==> config.mk <==
export PLATFORM = sky130hd
export DESIGN_NAME = serial_pattern_gen
export DESIGN_NICKNAME = d
export VERILOG_FILES = /design/src/rtl/serial_pattern_gen.sv
export SDC_FILE = /design/constraint.sdc
export NUM_CORES = 1
export LEC_CHECK = 0
export BUFFER_PORTS_ARGS = -buffer_cell sky130_fd_sc_hd__buf_4
export CORE_UTILIZATION = 40
export CTS_CLUSTER_DIAMETER = 60
export DETAILED_ROUTE_END_ITERATION = 8
export PLACE_DENSITY = 0.59
export SETUP_SLACK_MARGIN = 0.15
export SLEW_MARGIN = 20
export SYNTH_ARGS = -nofsm -noshare
export SYNTH_HDL_FRONTEND = slang
export SYNTH_SLANG_ARGS = --single-unit
==> constraint.sdc <==
create_clock -name clk -period 1.6 [get_ports clk]
set_input_delay 0.32 -clock clk [delete_from_list [all_inputs] [get_ports clk]]
set_output_delay 0.32 -clock clk [all_outputs]
set_load 0.02 [all_outputs]
==> src/rtl/serial_pattern_gen.sv <==
// rtl/serial_pattern_gen.sv - MSB-first serial pattern transmitter with repeat/gap
// Optional abort input enabled by SERIAL_PATTERN_GEN_ABORT_EN.
module serial_pattern_gen #(
    parameter int PATTERN_W  = 4,
    parameter int GAP_CYCLES = 1,
    parameter int REPS_W     = 4
) (
    input  logic                 clk,
    input  logic                 reset_n,
    input  logic                 start_valid,
    output logic                 start_ready,
    input  logic [PATTERN_W-1:0] pattern,
    input  logic [REPS_W-1:0]    reps,
`ifdef SERIAL_PATTERN_GEN_ABORT_EN
    input  logic                 abort,
`endif
    output logic                 a_out,
    output logic                 a_valid,
    output logic                 busy,
    output logic                 done
);
    localparam int BIT_W = $clog2(PATTERN_W);
    localparam int GAP_W = (GAP_CYCLES > 0) ? $clog2(GAP_CYCLES + 1) : 1;

    typedef enum logic [1:0] {IDLE, SHIFT, GAP} state_t;

    state_t               state_q, state_d;
    logic [PATTERN_W-1:0] word_q, word_d;
    logic [PATTERN_W-1:0] shreg_q, shreg_d;
    logic [BIT_W-1:0]     bit_cnt_q, bit_cnt_d;
    logic [REPS_W-1:0]    rep_cnt_q, rep_cnt_d;
    logic [GAP_W-1:0]     gap_cnt_q, gap_cnt_d;
    logic                 a_out_q, a_out_d;
    logic                 a_valid_q, a_valid_d;
    logic                 busy_q, busy_d;
    logic                 done_q, done_d;
    logic                 abort_w;

`ifdef SERIAL_PATTERN_GEN_ABORT_EN
    assign abort_w = abort;
`else
    assign abort_w = 1'b0;
`endif

    assign start_ready = (state_q == IDLE);
    assign a_out       = a_out_q;
    assign a_valid     = a_valid_q;
    assign busy        = busy_q;
    assign done        = done_q;

    always_comb begin
        state_d   = state_q;
        word_d    = word_q;
        shreg_d   = shreg_q;
        bit_cnt_d = bit_cnt_q;
        rep_cnt_d = rep_cnt_q;
        gap_cnt_d = gap_cnt_q;
        a_out_d   = 1'b0;
        a_valid_d = 1'b0;
        busy_d    = 1'b0;
        done_d    = 1'b0;
        case (state_q)
            IDLE: begin
                if (start_valid) begin
                    word_d    = pattern;
                    shreg_d   = pattern << 1;
                    a_out_d   = pattern[PATTERN_W-1];
                    a_valid_d = 1'b1;
                    busy_d    = 1'b1;
                    bit_cnt_d = BIT_W'(PATTERN_W - 1);
                    rep_cnt_d = (reps == '0) ? REPS_W'(1) : reps;
                    state_d   = SHIFT;
                end
            end
            SHIFT: begin
                busy_d = 1'b1;
                if (bit_cnt_q != '0) begin
                    a_out_d   = shreg_q[PATTERN_W-1];
                    a_valid_d = 1'b1;
                    shreg_d   = shreg_q << 1;
                    bit_cnt_d = bit_cnt_q - BIT_W'(1);
                end else if (rep_cnt_q > REPS_W'(1)) begin
                    if (GAP_CYCLES > 0) begin
                        gap_cnt_d = GAP_W'(GAP_CYCLES - 1);
                        state_d   = GAP;
                    end else begin
                        // Back-to-back repetition: MSB of the reloaded word follows the LSB directly
                        a_out_d   = word_q[PATTERN_W-1];
                        a_valid_d = 1'b1;
                        shreg_d   = word_q << 1;
                        bit_cnt_d = BIT_W'(PATTERN_W - 1);
                        rep_cnt_d = rep_cnt_q - REPS_W'(1);
                    end
                end else begin
                    busy_d  = 1'b0;
                    done_d  = 1'b1;
                    state_d = IDLE;
                end
            end
            GAP: begin
                busy_d = 1'b1;
                if (gap_cnt_q != '0) begin
                    gap_cnt_d = gap_cnt_q - GAP_W'(1);
                end else begin
                    a_out_d   = word_q[PATTERN_W-1];
                    a_valid_d = 1'b1;
                    shreg_d   = word_q << 1;
                    bit_cnt_d = BIT_W'(PATTERN_W - 1);
                    rep_cnt_d = rep_cnt_q - REPS_W'(1);
                    state_d   = SHIFT;
                end
            end
            default: state_d = IDLE;
        endcase
        if (abort_w && (state_q != IDLE)) begin
            state_d   = IDLE;
            a_out_d   = 1'b0;
            a_valid_d = 1'b0;
            busy_d    = 1'b0;
            done_d    = 1'b0;
        end
    end

    always_ff @(posedge clk or negedge reset_n) begin
        if (!reset_n) begin
            state_q   <= IDLE;
            word_q    <= '0;
            shreg_q   <= '0;
            bit_cnt_q <= '0;
            rep_cnt_q <= '0;
            gap_cnt_q <= '0;
            a_out_q   <= 1'b0;
            a_valid_q <= 1'b0;
            busy_q    <= 1'b0;
            done_q    <= 1'b0;
        end else begin
            state_q   <= state_d;
            word_q    <= word_d;
            shreg_q   <= shreg_d;
            bit_cnt_q <= bit_cnt_d;
            rep_cnt_q <= rep_cnt_d;
            gap_cnt_q <= gap_cnt_d;
            a_out_q   <= a_out_d;
            a_valid_q <= a_valid_d;
            busy_q    <= busy_d;
            done_q    <= done_d;
        end
    end
endmodule

After elaboration in Yosys (flattened, before gate mapping)
Index checks and enable logic that the tools add are counted.
{"block": "word_totals", "ff_bits": 21, "inputBits": 11, "output_inout_bits": 5, "word_cells": 67}
{"block": "classes", "add_sub_neg": 3, "magnitude_cmp": 1, "n_eq_ne": 7, "muxes": 35, "n_reduce_logical": 11}
{"operator": "$mux W4", "count": 6}
{"operator": "$mux W1", "count": 14}
{"operator": "$mux W2", "count": 7}
{"operator": "$pmux W2 S3", "count": 2}
{"operator": "$pmux W4 S3", "count": 1}
{"operator": "$ne A2 B2 Y1 const B", "count": 5}
{"operator": "$pmux W1 S3", "count": 3}
{"operator": "$reduce_and A3 Y1", "count": 3}
{"operator": "$pmux W4 S2", "count": 1}
{"operator": "$reduce_bool A2 Y1", "count": 3}
{"operator": "$gt A4 B1 Y1 const B", "count": 1}
{"operator": "$logic_not A4 Y1", "count": 1}
{"operator": "$reduce_and A4 Y1", "count": 1}
{"operator": "$sub A4 B1 Y4 const B", "count": 1}
{"operator": "$reduce_bool A3 Y1", "count": 1}
{"operator": "$eq A2 B1 Y1 const B", "count": 1}
{"operator": "$eq A2 B2 Y1 const B", "count": 1}
{"operator": "$logic_not A2 Y1", "count": 1}
{"operator": "$pmux W1 S2", "count": 1}
{"operator": "$reduce_and A2 Y1", "count": 1}
{"operator": "$sub A2 B1 Y2 const B", "count": 1}
{"operator": "$sub A1 B1 Y1 const B", "count": 1}

Longest topological paths before layout
{"block": "depth", "ltp_word": 4, "mapped_depth": 8, "mapped_depth_nobuf": 6}

Least setup slack after synthesis
Ideal clock, no wire load.
{"block": "synth_path", "kind": "register -> register", "startpoint": "register state_q[0]", "endpoint": "register rep_cnt_q[0]", "setup_ns": 0.136, "arrival_time_ns": 1.422, "required_ns": 1.464, "slack_ns": 0.042, "path_stages_with_launch": 7, "n_path_buf": 1, "period_less_slack_ns": 1.558, "path_cell_list": "dfrtp_1 -> inv_1 -> ha_1 -> buf_6 -> nand2_2 -> o311ai_1 -> o21ai_0"}
{"block": "synth_between", "elab_chain_len": 3, "word_cells_on_any_way": 7, "cone_classes": "eq/ne: 3; mux: 1; reduce/logical: 3"}
{"element": "from (decl)", "line": "27", "rtl": "state_t state_q, state_d;"}
{"element": "from (signal assigned)", "line": "137", "rtl": "state_q <= state_d;"}
{"element": "$logic_not A2 Y1 (*)"}
{"element": "net start_ready", "line": "11", "rtl": "output logic start_ready,"}
{"element": "$ne A2 B2 Y1 (no line) or $reduce_bool A2 Y1 (tied branches)"}
{"element": "$reduce_and A3 Y1 (no line)"}
{"element": "to (signal assigned)", "line": "141", "rtl": "rep_cnt_q <= rep_cnt_d;"}
{"element": "to (decl)", "line": "31", "rtl": "logic [REPS_W-1:0] rep_cnt_q, rep_cnt_d;"}
The timed path passes the listed nets; every way through them passes the cells marked *.
A chain may end at the register's enable or synchronous reset.

Final worst setup path
{"block": "layout_path", "startpoint": "register state_q[0]", "endpoint": "output start_ready"}
{"block": "layout_between", "elab_chain_len": 1}
{"element": "$logic_not A2 Y1", "line": "45", "rtl": "assign start_ready = (state_q == IDLE);"}
{"element": "to (decl)", "line": "11"}
Every way passes these cells.

==> run metrics <==
setup TNS 0 ns; DRT Pass-1 Iters 4; row count 18; commonest non-fill, non-tap cell in the layout buf_4; Residual DRC 0; Post-DP HPWL 1530 µm; Crit Path Max Fanout 6; Required @ worst endpoint between 1 and 1.5 ns; CTS Sinks 19; commonest cells after routing, fill and taps aside buf_4 (22), dfrtp_1 (18), nand2_1 (13); die height about 53 µm; distinct cell type count after synthesis 28; Iter 0 DRT Violations 13; CP Buf/Inv Count 2; R2R Path End bit_cnt_q[0]; via/cell ratio around 5.3; CP arrival approximately 1.2 ns; vias in the first global route between 700 and 800; Clock Latency Late Sink between 0.3 and 0.4 ns; yosys warns 0; die area 0.00280 mm²; Yosys top cell area share 0.458; Die X-Extent roughly 53 µm; routability cong. between 0.7 and 0.8; Final WS setup 0.132 ns; cell count along the critical path 3; Leak around 0.60 nW; Routed WL per cell ~14 µm; Root Buffer clkbuf_4; CTS tree yes; Initial Utilization 0.423; CP max stage delay between 0.4 and 0.5 ns; kind of critical path reg -> out; Longest Clk Path Bufs 2; Avg Cell Area, Syn about 10 µm²; Layout area overhead 27.6%; Syn Inst Count approximately 100; vias 860; reg2reg start state_q[0]; syn_nets between 100 and 150; nature of the critical path endpoint output pin; CP Launch Type flop; Final Hold Viols 0; Slew Limit Fails 0; reg2reg path depth 5; ranking of synthesized cells by area dfrtp_1 (46%), ha_1 (9.7%), o21ai_0 (5.8%); CP max-delay cell dfrtp_1; register-to-register setup slack 0.15 ns; initial antenna violation count 0; GR Layer Usage met2 0.310; flops & latches, synth 19; antenna cell count 0; first-pass GRT wire length ~3600 µm; Detail Route Antenna Nets 0; Port Buffers 15; GRT Max-Usage Layer met2; leading area contributor after synthesis dfrtp_1; largest net degree at the start of global routing 20; sequential element share of the synthesized area 0.458; Layout fillers between 200 and 250; routing usage on met1 0.229; gr usage total 0.185; Setup crit end start_ready; total grt overflow 0; Clk pin slew, worst setup/hold paths about 0.12 ns; measured slew at the worst slew-check pin ~0.38 ns; skew final between 0.01 and 0.015 ns; WL final 2250 µm; met3 Track Usage GR 0.0603; RSZ-0062 raised after global routing yes; VDD IR-drop max roughly 1200 µV; Final min period around 1.5 ns; DP Worst Slack about 0.075 ns; clock buffers created by TritonCTS 3; status complete, no violations; NumNets Final approximately 150; fraction of layout cells with a size suffix above 1 0.318; Slew Limit Headroom 0.747; CP top delay family flip-flops; I/O pin count 16; core footprint between 0.002 and 0.0025 mm²; CP Launch Point state_q[0]; setup violators final 0; PwrDens ~1800 mW/mm²; Hold Path Class in -> reg; Cell Area, Synth between 0.001 and 0.0015 mm²; critical-path cell list inv_2 -> ha_4 -> buf_6; Max-Cap Viols 0; Fmax slightly below 0.7 GHz; H-tree Lvls 1; fin crit share 0.917
-- stage by stage --
stage / cell area [µm²] / utilization / hold WS (ns) / instances / power (mW)
4_1_cts: 1280 / 0.522 / 0.229 / 159 / 2.31
5_1_grt: 1320 / 0.539 / 0.230 / 162 / 2.58
3_5_place_dp: 1180 / 0.481 / 0.212 / 147 / 1.91
3_3_place_gp: 1180 / 0.481 / 0.211 / 147 / 1.89
2_1_floorplan: 1050 / - / 0.0244 / 104 / 1.64
6_report: 1320 / 0.539 / 0.239 / 162 / 2.37
-- layout make-up --
class | count | area, µm² | area share
repair buffers | 26 | 209 | 0.158
flip-flops and latches | 19 | 477 | 0.360
clock buffers | 3 | 22.5 | 0.0170
inverters | 8 | 30.0 | 0.0227
multi-input cells | 75 | 541 | 0.408
well taps | 30 | 37.5 | 0.0284
clock inverters | 1 | 7.51 | 0.00567
-- worst min path at each step --
stage                    start  cells after the start            to
floorplan              reset_n                      0         a_out
global route        pattern[0]                      2     word_q[0]
CTS                 pattern[1]                      2     word_q[1]
finish              pattern[1]                      2     word_q[1]
detailed placement     reset_n                      1  rep_cnt_q[2]
global placement       reset_n                      1  rep_cnt_q[2]
-- worst reg2reg max path, stage by stage, from the launching register on --
cell	delay (ns)
dfrtp_1	0.43
inv_2	0.08
ha_4	0.19
buf_6	0.12
o311ai_4	0.40
a21oi_1	0.12
-- cell usage after synthesis --
library cell / n
ha_1: 8
nand2b_4: 1
o311ai_4: 1
nor3_1: 2
o31ai_1: 1
a31oi_1: 1
nand2_2: 1
o311ai_1: 1
buf_2: 1
inv_1: 8
nand3_1: 4
mux2_2: 3
o22a_1: 2
dfrtp_1: 19
and3_1: 1
a32oi_1: 1
a22oi_1: 3
buf_6: 2
o21ai_0: 12
o22ai_1: 3
nand2b_1: 1
nand2_1: 13
a21oi_1: 8
nor2_1: 2
and2b_1: 1
o21a_1: 2
nand4_1: 1
nor2b_1: 1
-- flip-flops by register name, summed over array words and instances, names as in the netlist --
signal and count:
word_q 4, state_q 2, rep_cnt_q 4, bit_cnt_q 2
done 1, a_valid 1, a_out 1, shreg_q 3
busy 1
-- power breakdown --
| part | leakage (nW) | switching [mW] | internal, mW |
|---|---|---|---|
| sequential | 0.224 | 0.145 | 0.693 |
| combinational | 0.363 | 0.659 | 0.623 |
| clock | 0.0139 | 0.159 | 0.0954 |
-- per-layer routing --
metal	routed length, µm	share of wire
met2	1120	0.50
met5	0	0
met1	1020	0.45
met4	10	0.0044
met3	99	0.044
-- what timing repair did --
item / 4_1_cts / 5_1_grt
endpoints found under the hold margin: 19 / 0
pin swaps: 3 / 2
cloned: 0 / 1
endpoints found under the setup margin: 13 / 12
hold buffers: 1 / 0
resized for setup: 8 / 4
setup buffers: 7 / 2
-- kinds of logic after synthesis --
logic type / after synthesis / share of synthesized area
adder cells (fa/ha/maj): 8 / 0.0965
AO/OA/AOI/OAI: 35 / 0.223
multiplexers: 3 / 0.0326
flip-flops: 19 / 0.458
buffers and inverters: 11 / 0.0555
AND/OR/NAND/NOR: 28 / 0.134
(Power assumes the default switching activity.)
